--- src/rtl/kcalc_pkg.sv ---
// Shared key codes, FSM state and operator encodings for the keypad calculator.
// Helper functions classify a raw key code so the datapath reads in terms of intent.
package kcalc_pkg;

  localparam logic [3:0] KEY_CONFIRM   = 4'hA;
  localparam logic [3:0] KEY_CLR_ENTRY = 4'hB;
  localparam logic [3:0] KEY_CLR_ALL   = 4'hC;
  localparam logic [3:0] KEY_MUL       = 4'hD;
  localparam logic [3:0] KEY_ADD       = 4'hE;
  localparam logic [3:0] KEY_SUB       = 4'hF;

  typedef enum logic [2:0] {
    CAP_A,
    CAP_B,
    WAIT_OP,
    COMPUTE,
    DONE
  } state_t;

  typedef enum logic [1:0] {
    OP_ADD,
    OP_SUB,
    OP_MUL
  } op_t;

  function automatic logic is_digit_key(input logic [3:0] key);
    return key <= 4'd9;
  endfunction

  function automatic logic is_op_key(input logic [3:0] key);
    return key >= KEY_MUL;
  endfunction

  function automatic op_t key_to_op(input logic [3:0] key);
    op_t op;
    case (key)
      KEY_ADD: op = OP_ADD;
      KEY_SUB: op = OP_SUB;
      default: op = OP_MUL;
    endcase
    return op;
  endfunction

endpackage

--- src/rtl/seq_mult.sv ---
// Unsigned shift-add multiplier, one multiplier bit per cycle; W cycles from start to done.
// No backpressure: done strobes during the final iteration, product then holds until clear/start.
module seq_mult #(
  parameter int W = 14
) (
  input  logic           clk,
  input  logic           rst,
  input  logic           start,
  input  logic           clear,
  input  logic [W-1:0]   a,
  input  logic [W-1:0]   b,
  output logic           busy,
  output logic           done,
  output logic [2*W-1:0] product
);

  localparam int CNTW = $clog2(W + 1);

  logic             busy_q;
  logic [CNTW-1:0]  cnt_q;
  logic [2*W-1:0]   mcand_q;
  logic [W-1:0]     mplier_q;
  logic [2*W-1:0]   acc_q;
  logic [2*W-1:0]   partial;
  logic [2*W-1:0]   sum;

  // product includes the in-flight partial so the final value is capturable on the done cycle
  assign partial = (busy_q && mplier_q[0]) ? mcand_q : '0;
  assign sum     = acc_q + partial;
  assign done    = busy_q && (cnt_q == CNTW'(W - 1));
  assign busy    = busy_q;
  assign product = sum;

  always_ff @(posedge clk) begin
    if (!rst || clear) begin
      busy_q   <= 1'b0;
      cnt_q    <= '0;
      mcand_q  <= '0;
      mplier_q <= '0;
      acc_q    <= '0;
    end else if (start) begin
      busy_q   <= 1'b1;
      cnt_q    <= '0;
      mcand_q  <= {{W{1'b0}}, a};
      mplier_q <= b;
      acc_q    <= '0;
    end else if (busy_q) begin
      acc_q    <= sum;
      mcand_q  <= mcand_q << 1;
      mplier_q <= mplier_q >> 1;
      cnt_q    <= cnt_q + 1'b1;
      if (done) busy_q <= 1'b0;
    end
  end

endmodule

--- src/rtl/keypad_operand_calc.sv ---
// Keypad calculator front end: captures two decimal operands, then adds, subtracts or multiplies.
// Key effects land one cycle after the key edge; multiply takes OPW cycles; no backpressure.
module keypad_operand_calc
  import kcalc_pkg::*;
#(
  parameter int  N_DIGITS = 4,
  localparam int OPW      = $clog2(10 ** N_DIGITS),
  localparam int RW       = 2 * OPW,
  localparam int CW       = $clog2(N_DIGITS + 1)
) (
  input  logic          clk,
  input  logic          rst,
  input  logic          key_pressed,
  input  logic [3:0]    key_value,
  output logic [OPW-1:0] operand_a,
  output logic [OPW-1:0] operand_b,
  output logic [CW-1:0] digit_cnt,
  output logic          show_a,
  output logic          show_b,
  output logic          show_res,
  output logic [RW-1:0] result,
  output logic          negative,
  output logic          busy,
  output logic          result_valid,
  output logic          done_pulse
);

  state_t state, state_nxt;

  logic            key_pressed_q;
  logic            key_valid;
  logic            wipe;
  logic            mult_start;
  logic            mult_busy;
  logic            mult_done;
  logic [RW-1:0]   mult_product;
  logic [OPW-1:0]  cur_entry;
  logic [OPW+3:0]  entry_ext;
  logic [OPW-1:0]  entry_nxt;
  logic            cnt_full;
  logic            leading_zero;

  assign key_valid = key_pressed & ~key_pressed_q;

  // Clear-all anywhere, or confirm after a result, returns everything to a blank calculator
  assign wipe = key_valid && ((key_value == KEY_CLR_ALL) ||
                              (state == DONE && key_value == KEY_CONFIRM));

  assign mult_start = key_valid && (state == WAIT_OP) && (key_value == KEY_MUL);

  assign cur_entry    = (state == CAP_B) ? operand_b : operand_a;
  assign entry_ext    = ({4'b0, cur_entry} << 3) + ({4'b0, cur_entry} << 1) +
                        {{OPW{1'b0}}, key_value};
  assign entry_nxt    = entry_ext[OPW-1:0];
  assign cnt_full     = (digit_cnt == CW'(N_DIGITS));
  assign leading_zero = (cur_entry == '0) && (digit_cnt == '0) && (key_value == 4'd0);

  seq_mult #(.W(OPW)) u_mult (
    .clk     (clk),
    .rst     (rst),
    .start   (mult_start),
    .clear   (wipe),
    .a       (operand_a),
    .b       (operand_b),
    .busy    (mult_busy),
    .done    (mult_done),
    .product (mult_product)
  );

  assign busy = mult_busy;

  always_ff @(posedge clk) begin
    if (!rst) state <= CAP_A;
    else      state <= state_nxt;
  end

  always_comb begin
    state_nxt = state;
    if (wipe) begin
      state_nxt = CAP_A;
    end else begin
      case (state)
        CAP_A:   if (key_valid && key_value == KEY_CONFIRM) state_nxt = CAP_B;
        CAP_B:   if (key_valid && key_value == KEY_CONFIRM) state_nxt = WAIT_OP;
        WAIT_OP: if (key_valid && is_op_key(key_value))
                   state_nxt = (key_value == KEY_MUL) ? COMPUTE : DONE;
        COMPUTE: if (mult_done) state_nxt = DONE;
        default: ;
      endcase
    end
  end

  always_comb begin
    show_a       = 1'b0;
    show_b       = 1'b0;
    show_res     = 1'b0;
    result_valid = 1'b0;
    case (state)
      CAP_A:          show_a = 1'b1;
      CAP_B, WAIT_OP: show_b = 1'b1;
      COMPUTE:        show_res = 1'b1;
      DONE: begin
        show_res     = 1'b1;
        result_valid = 1'b1;
      end
      default: ;
    endcase
  end

  always_ff @(posedge clk) begin
    if (!rst) begin
      key_pressed_q <= 1'b0;
      operand_a     <= '0;
      operand_b     <= '0;
      digit_cnt     <= '0;
      result        <= '0;
      negative      <= 1'b0;
      done_pulse    <= 1'b0;
    end else begin
      key_pressed_q <= key_pressed;
      done_pulse    <= (state_nxt == DONE) && (state != DONE);
      if (wipe) begin
        operand_a <= '0;
        operand_b <= '0;
        digit_cnt <= '0;
        result    <= '0;
        negative  <= 1'b0;
      end else begin
        case (state)
          CAP_A, CAP_B: begin
            if (key_valid && is_digit_key(key_value)) begin
              if (!cnt_full) begin
                if (state == CAP_A) operand_a <= entry_nxt;
                else                operand_b <= entry_nxt;
                if (!leading_zero) digit_cnt <= digit_cnt + 1'b1;
              end
            end else if (key_valid && key_value == KEY_CLR_ENTRY) begin
              if (state == CAP_A) operand_a <= '0;
              else                operand_b <= '0;
              digit_cnt <= '0;
            end else if (key_valid && key_value == KEY_CONFIRM) begin
              digit_cnt <= '0;
            end
          end
          WAIT_OP: begin
            if (key_valid && is_op_key(key_value)) begin
              negative <= 1'b0;
              case (key_to_op(key_value))
                OP_ADD: result <= RW'(operand_a) + RW'(operand_b);
                OP_SUB: begin
                  result   <= (operand_b > operand_a) ? RW'(operand_b - operand_a)
                                                      : RW'(operand_a - operand_b);
                  negative <= (operand_b > operand_a);
                end
                default: result <= '0;
              endcase
            end
          end
          COMPUTE: if (mult_done) result <= mult_product;
          default: ;
        endcase
      end
    end
  end

endmodule

--- config.mk ---
export PLATFORM = sky130hd
export DESIGN_NAME = keypad_operand_calc
export DESIGN_NICKNAME = d
export VERILOG_FILES = /design/src/rtl/kcalc_pkg.sv /design/src/rtl/seq_mult.sv /design/src/rtl/keypad_operand_calc.sv
export SDC_FILE = /design/constraint.sdc
export NUM_CORES = 1
export LEC_CHECK = 0
export BUFFER_PORTS_ARGS = -buffer_cell sky130_fd_sc_hd__buf_4
export CORE_MARGIN = 5
export CORE_UTILIZATION = 55
export CTS_CLUSTER_DIAMETER = 80
export DETAILED_ROUTE_END_ITERATION = 7
export GPL_ROUTABILITY_DRIVEN = 0
export PLACE_DENSITY_LB_ADDON = 0.3
export SETUP_SLACK_MARGIN = 0.15
export SLEW_MARGIN = 5
export SYNTH_ARGS = -nofsm -noshare
export SYNTH_HDL_FRONTEND = slang
export SYNTH_HIERARCHICAL = 1
export SYNTH_SLANG_ARGS = --single-unit
export TNS_END_PERCENT = 20
--- constraint.sdc ---
create_clock -name clk -period 4.2 [get_ports clk]
set_clock_uncertainty 0.2 [all_clocks]
set_input_delay 0.42 -clock clk [delete_from_list [all_inputs] [get_ports clk]]
set_output_delay 0.42 -clock clk [all_outputs]
set_load 0.05 [all_outputs]
## Yosys cells after proc, flatten, opt, wreduce, memory -nomap -nowiden

Index checks and enable logic that the tools add are counted.

| cells by class | value |
|---|---|
| add/sub/neg operators | 8 |
| order comparisons | 3 |
| eq/ne operators | 19 |
| muxes and demuxes | 46 |
| bitwise logic cells | 4 |
| reduce and logical (&&, ||, !) cells | 35 |

Operators with widths:

| kind | number |
|---|---|
| 14-bit 2-to-1 mux | 15 |
| 28-bit 2-to-1 mux | 4 |
| 28-bit one-hot mux with 2 select lines | 2 |
| 3-bit 2-to-1 mux | 11 |
| 14-bit by 14-bit subtractor with 15-bit output | 2 |
| 28-bit adder | 1 |
| 4-bit equality test, second input constant | 7 |
| 14-bit by 14-bit adder with 15-bit output | 1 |
| 14-bit adder | 1 |
| 14-bit by 4-bit adder with 14-bit output | 1 |
| 14-bit greater-than comparator | 1 |
| 14-bit logical NOT | 1 |
| 1-bit logical AND | 13 |
| 3-bit one-hot mux with 4 select lines | 1 |
| 4-bit AND reduction | 3 |
| 2-bit OR reduction | 5 |
| 3-bit equality test, second input constant | 3 |
| 1-bit 2-to-1 mux | 8 |
| 2-bit 2-to-1 mux | 4 |
| 3-bit by 2-bit equality test with 1-bit output, second input constant | 2 |
| 3-bit logical NOT | 2 |
| 2-bit != test, second input constant | 3 |
| 2-bit nonzero test | 3 |
| 4-bit by 1-bit adder with 4-bit output, second input constant | 1 |
| other kinds (17) | 20 |

| word-level totals | value |
|---|---|
| bits in registers | 140 |
| input bits | 7 |
| word-level logic and storage cells | 129 |

## Depth between registers and ports, before layout

| depth | value |
|---|---|
| depth in word-level cells | 11 |
| depth in mapped cells | 18 |
| depth with buffers taken out | 15 |

## By module

Netlist, hierarchy kept.

By module, submodules not included:

| module | times used | cells each | area each (um^2) |
|---|---|---|---|
| keypad_operand_calc | 1 | 813 | 6010.8 |
| seq_mult | 1 | 568 | 4698.3 |

## Worst setup path before layout

No wires, ideal clock.

| timing path | value |
|---|---|
| path kind | reg2reg |
| from | register state[2] |
| to | register u_mult.acc_q[12] |
| library setup time | 0.131 ns |
| arrival time | 3.446 ns |
| data required time | 3.869 ns |
| path slack | 0.422 ns |
| stages on the path, launching flop included | 10 |
| buffers on the path | 3 |
| clock period less this slack | 3.778 ns |
| cells stage by stage | dfxtp_1 > clkbuf_1 > nor3b_1 > a21oi_1 > nor3_1 > nand2b_1 > or2_2 > clkbuf_1 > buf_1 > nor3_1 |

| on the way | value |
|---|---|
| cells in the longest elaborated chain, start to end | 6 |

RTL lines:

| what | line | RTL |
|---|---|---|
| start, declared | keypad_operand_calc.sv:28 | `state_t state, state_nxt;` |
| start signal, assigned | keypad_operand_calc.sv:74 | `else state <= state_nxt;` |
| 3-bit equality test | keypad_operand_calc.sv:47 | `(state == DONE && key_value == KEY_CONFIRM));` |
| 1-bit logical AND | keypad_operand_calc.sv:47 |  |
| 1-bit logical OR | keypad_operand_calc.sv:46 | `assign wipe = key_valid && ((key_value == KEY_CLR_ALL) \|\|` |
| 1-bit logical AND | keypad_operand_calc.sv:46 |  |
| named net wipe | keypad_operand_calc.sv:32 | `logic wipe;` |
| 1-bit logical OR | seq_mult.sv:35 | `if (!rst \|\| clear) begin` |
| 2-bit OR reduction (no source line) | n/a |  |
| end signal, assigned | seq_mult.sv:48 | `acc_q <= sum;` |
| end, declared | seq_mult.sv:23 | `logic [2*W-1:0] acc_q;` |

The timed path passes the listed nets, and every way through them passes these cells.
A chain may end at the register's enable or synchronous reset.

## Worst setup path in the final report

| timing path | value |
|---|---|
| from | register u_mult.mplier_q[0] |
| to | register result[11] |

| on the way | value |
|---|---|
| cells in the longest elaborated chain, start to end | 5 |

RTL lines:

| what | line | RTL |
|---|---|---|
| start, declared | seq_mult.sv:22 | `logic [W-1:0] mplier_q;` |
| start signal, assigned | seq_mult.sv:50 | `mplier_q <= mplier_q >> 1;` |
| 1-bit logical AND | seq_mult.sv:28 | `assign partial = (busy_q && mplier_q[0]) ? mcand_q : '0;` |
| 28-bit 2-to-1 mux | seq_mult.sv:28 |  |
| 28-bit adder | seq_mult.sv:29 | `assign sum = acc_q + partial;` |
| named net mult_product[11] | keypad_operand_calc.sv:36 | `logic [RW-1:0] mult_product;` |
| 28-bit 2-to-1 mux | keypad_operand_calc.sv:159 | `COMPUTE: if (mult_done) result <= mult_product;` |
| 28-bit one-hot mux with 2 select lines | keypad_operand_calc.sv:129 | `case (state)` |
| end signal, assigned | keypad_operand_calc.sv:149 | `OP_ADD: result <= RW'(operand_a) + RW'(operand_b);` |
| end signal, assigned | keypad_operand_calc.sv:151 | `result <= (operand_b > operand_a) ? RW'(operand_b - operand_a)` |
| end signal, assigned | keypad_operand_calc.sv:159 |  |
| end, declared | keypad_operand_calc.sv:21 | `output logic [RW-1:0] result,` |

The timed path passes the listed nets, and every way through them passes these cells. The select of a mux whose other input is x is not followed.

==> flow_summary.ini <==
[clock_tree]
clk_pin_slew_ns = 0.06
cts_buffer_depth = 2
clock_sinks = 140
cts_hold_buf = 0
cts_inserted_buffers = 17
cts_root_buf = clkbuf_16
ctsHtreeMaxLevel = 4
clock_latency_ns = 0.43
cts_tree = done

[sta]
rsz0062_at_grt = true
fin_crit_sh_pct = 93.3
slew_viol_final = 0
setup_violations = 0
hold_viol_final = 0
fin_ws_ns = 0.280
tns_ns = 0
max_freq_mhz = 255
worst_pin_slew_ns = 1.00
timing.final.crit_period_ns = 3.92
slew_headroom_pct = 32.4

[drt]
drt_iter0_drc = 1295
drc = 0
wirelength_microns = 32700
viasPerCell = 6.18
num_vias = 10600
drt_pre_antenna_iters = 5
ant_nets = 0
wire_per_inst_microns = 19.1

[grt]
grt_pass1_vias = 9699
antenna_found_initial = 0
grt.total_usage_pct = 29.0
grt_max_degree = 58
grt_pass1_wl_microns = 51900
gr-total-overflow = 0

[yosys]
synth_fp_nets = 1488
yosysWarnings = 6
yosysSeqAreaShare_pct = 26.2
synth_seq_cells = 140
synthDistinctLibCells = 82
synth_area_sq_um = 10700
avgSynthCellArea_sq_um = 7.75
synth_edf_count = 0
yosys_most_used_dff = dfxtp_1
syn_inst = 1381
synthArstFlopShare_pct = 0

[floorplan]
die_h_microns = 150
dieArea_sq_um = 22400
fp.dieW_microns = 150
ios = 73
start_util_pct = 55.4
fp.coreArea_sq_um = 19300
rows = 51

[final_layout]
fin_nets = 1544
regArea_sq_um = 2810
synthToLayoutAreaGrowth_pct = 14.6
diodes = 0
drive_above_1_share_pct = 13.5
fillers = 1708
fin_cells = 1715
multi_input_area_sq_um = 7350

[placement]
place.detailed.hpwl_microns = 24400
dp_cells = 1682
pre_cts_slack_ns = 0.319
portBuffers = 72

[pwr]
vdd_ir_drop_max_v = 0.000267
swShare_pct = 25.1
leakagePower_uw = 0.00510
power_per_cell_area_nw_per_um2 = 259
comb_power_share_pct = 6.5
clkPwrFrac_pct = 51.5
p_switching_uw = 800
total_power_uw = 3180
p_seq_share_pct = 42.0
p_int_uw = 2380

[min_path]
hold_class = in2reg

[setup_path]
critical_path_required_ns = 4.37
end_kind = flip-flop
crit_path_max_fanout = 22
critPathSlowestCell = dfxtp_1
max_stage_delay_ns = 0.75
worstPathCellList = and3_1 > ha_1 > nand2_1 > o21ai_0 > nor2_1 > o21bai_1 > xor2_1 > nor2_1 > a211oi_1 > nor3b_1 > a32oi_1 > nand2_1
path_class = reg2reg
worstPathArrival_ns = 4.09
startpoint_type = flip-flop

[job]
cap_viol_max_count = 0

[run_status]
status = finished clean
[placed cells by master (no fill, tap or decap), types with 6 or more instances in the layout]
cell	Yosys	layout
xnor2_1	32	32
clkbuf_16	0	18
o211ai_1	9	9
xor2_1	12	12
o21ai_0	63	63
or2_2	6	6
nor4_1	9	9
o21bai_1	10	10
nor3b_1	7	7
a31oi_1	14	14
and2_1	10	10
a21o_1	17	17
nand2_1	99	99
nor2b_1	21	21
buf_4	1	122
nand3b_1	8	8
nor3_1	56	56
a21oi_1	138	137
nor2_1	173	173
a2111oi_0	7	6
nand2b_1	11	11
dfxtp_1	140	139
mux2i_1	75	74
inv_1	61	61
nand3_1	38	38
or3_1	9	9
nand4_1	13	13
o21a_1	8	8
ha_1	95	95
and3_1	35	35
a211oi_1	16	16
[state kept, by name, summed over array words and instances (netlist names), 3 cells and up]
name	cells
u_mult/mcand_q	28
operand_b	14
u_mult/acc_q	28
state	3
digit_cnt	3
result	28
u_mult/cnt_q	4
operand_a	14
u_mult/mplier_q	14
[logic make-up (layout without fill, tap and decap cells)]
family | count (synthesis) | after routing | synth area share (%)
AOI/OAI and AO/OA | 361 | 361 | 22.4
xor gates and xnor gates | 44 | 44 | 3.60
adders and majority gates | 100 | 100 | 12.0
buffers and inverters | 147 | 216 | 5.47
DFF | 140 | 140 | 26.2
muxes | 79 | 79 | 7.43
and+or+nand+nor | 510 | 510 | 22.9
[synthesized netlist by cell type (all sizes together) (6+ instances only)]
master	instances	area (sq um)
nor3	56	280
nor2	173	649
buf	30	145
and3	35	219
inv	61	229
a2111oi	11	146
dfxtp	140	2800
mux2i	75	751
or3	10	67.6
a31oi	14	87.6
o21ai	68	348
a21o	17	128
ha	95	1190
xnor2	32	280
o211ai	10	80.1
nor3b	8	71.3
nand4	13	81.3
nand3b	8	60.1
a21oi	140	708
a211oi	18	145
xor2	12	105
o21a	8	60.1
nand2b	11	68.8
nor4	9	56.3
o21bai	11	86.3
clkbuf	56	211
and2	11	68.8
or2	6	37.5
nand3	38	190
nand2	100	378
nor2b	21	131
o41ai	6	52.6
[layer usage]
| layer | vias up | wire [microns] | GRT usage, % |
|---|---|---|---|
| met2 | 514 | 14000 | 43.4 |
| met4 | 0 | 1030 | 10.5 |
| met3 | 63 | 2800 | 4.42 |
| li1 | 5063 | - | - |
| met1 | 4951 | 14900 | 42.3 |
| met5 | - | 0 | 0 |
[final cells by class]
| cell class | count | share of cell area (%) |
|---|---|---|
| Clock buffer | 18 | 3.67 |
| Clock inverter | 14 | 1.44 |
| Inverter | 61 | 1.87 |
| Multi-Input combinational cell | 1094 | 59.9 |
| Sequential cell | 140 | 22.9 |
| Tap cell | 265 | 2.70 |
| Timing Repair Buffer | 123 | 7.56 |
[critical path, delay by kind of cell, from the launching register on]
kind                     cells  cell delay [ns]
AND/OR/NAND/NOR              6             1.05
XOR/XNOR                     1             0.39
adder cells (fa/ha/maj)      1             0.25
flip-flops                   1             0.75
AO/OA/AOI/OAI                4             1.21
[power by group through the flow]
stage / logic, uW / clock network, uW / registers, uW
floorplan: 132 / 0 / 1370
global placement: 198 / 0 / 1370
detailed placement: 199 / 0 / 1370
CTS: 201 / 1650 / 1340
global route: 221 / 1700 / 1340
finish: 207 / 1640 / 1340
[what timing repair did]
action,in CTS,in global routing
setup endpoints to repair,0,10
gates resized for setup,0,6
buffers inserted,0,1
[metrics by stage]
step | hold WS, ns | area (sq um) | util, %
6_report | 0.00664 | 12300 | 63.5
5_1_grt | 0.0362 | 12300 | 63.5
4_1_cts | 0.00223 | 12200 | 63.3
3_5_place_dp | 0.262 | 11600 | 60.1
3_3_place_gp | 0.254 | 11600 | 60.1
2_1_floorplan | 0.245 | 10700 | -
[final timing paths]
check / from / endpoint / slack, ns / cells past startpoint
setup / recovery: u_mult/mplier_q[0] / result[11] / 0.28 / 12
hold / removal: key_pressed / key_pressed_q / 0.007 / 2
setup reg to reg: u_mult/mplier_q[0] / result[11] / 0.28 / 12
hold reg to reg: negative / negative / 0.27 / 2
Power figures use the tool's default switching activity.
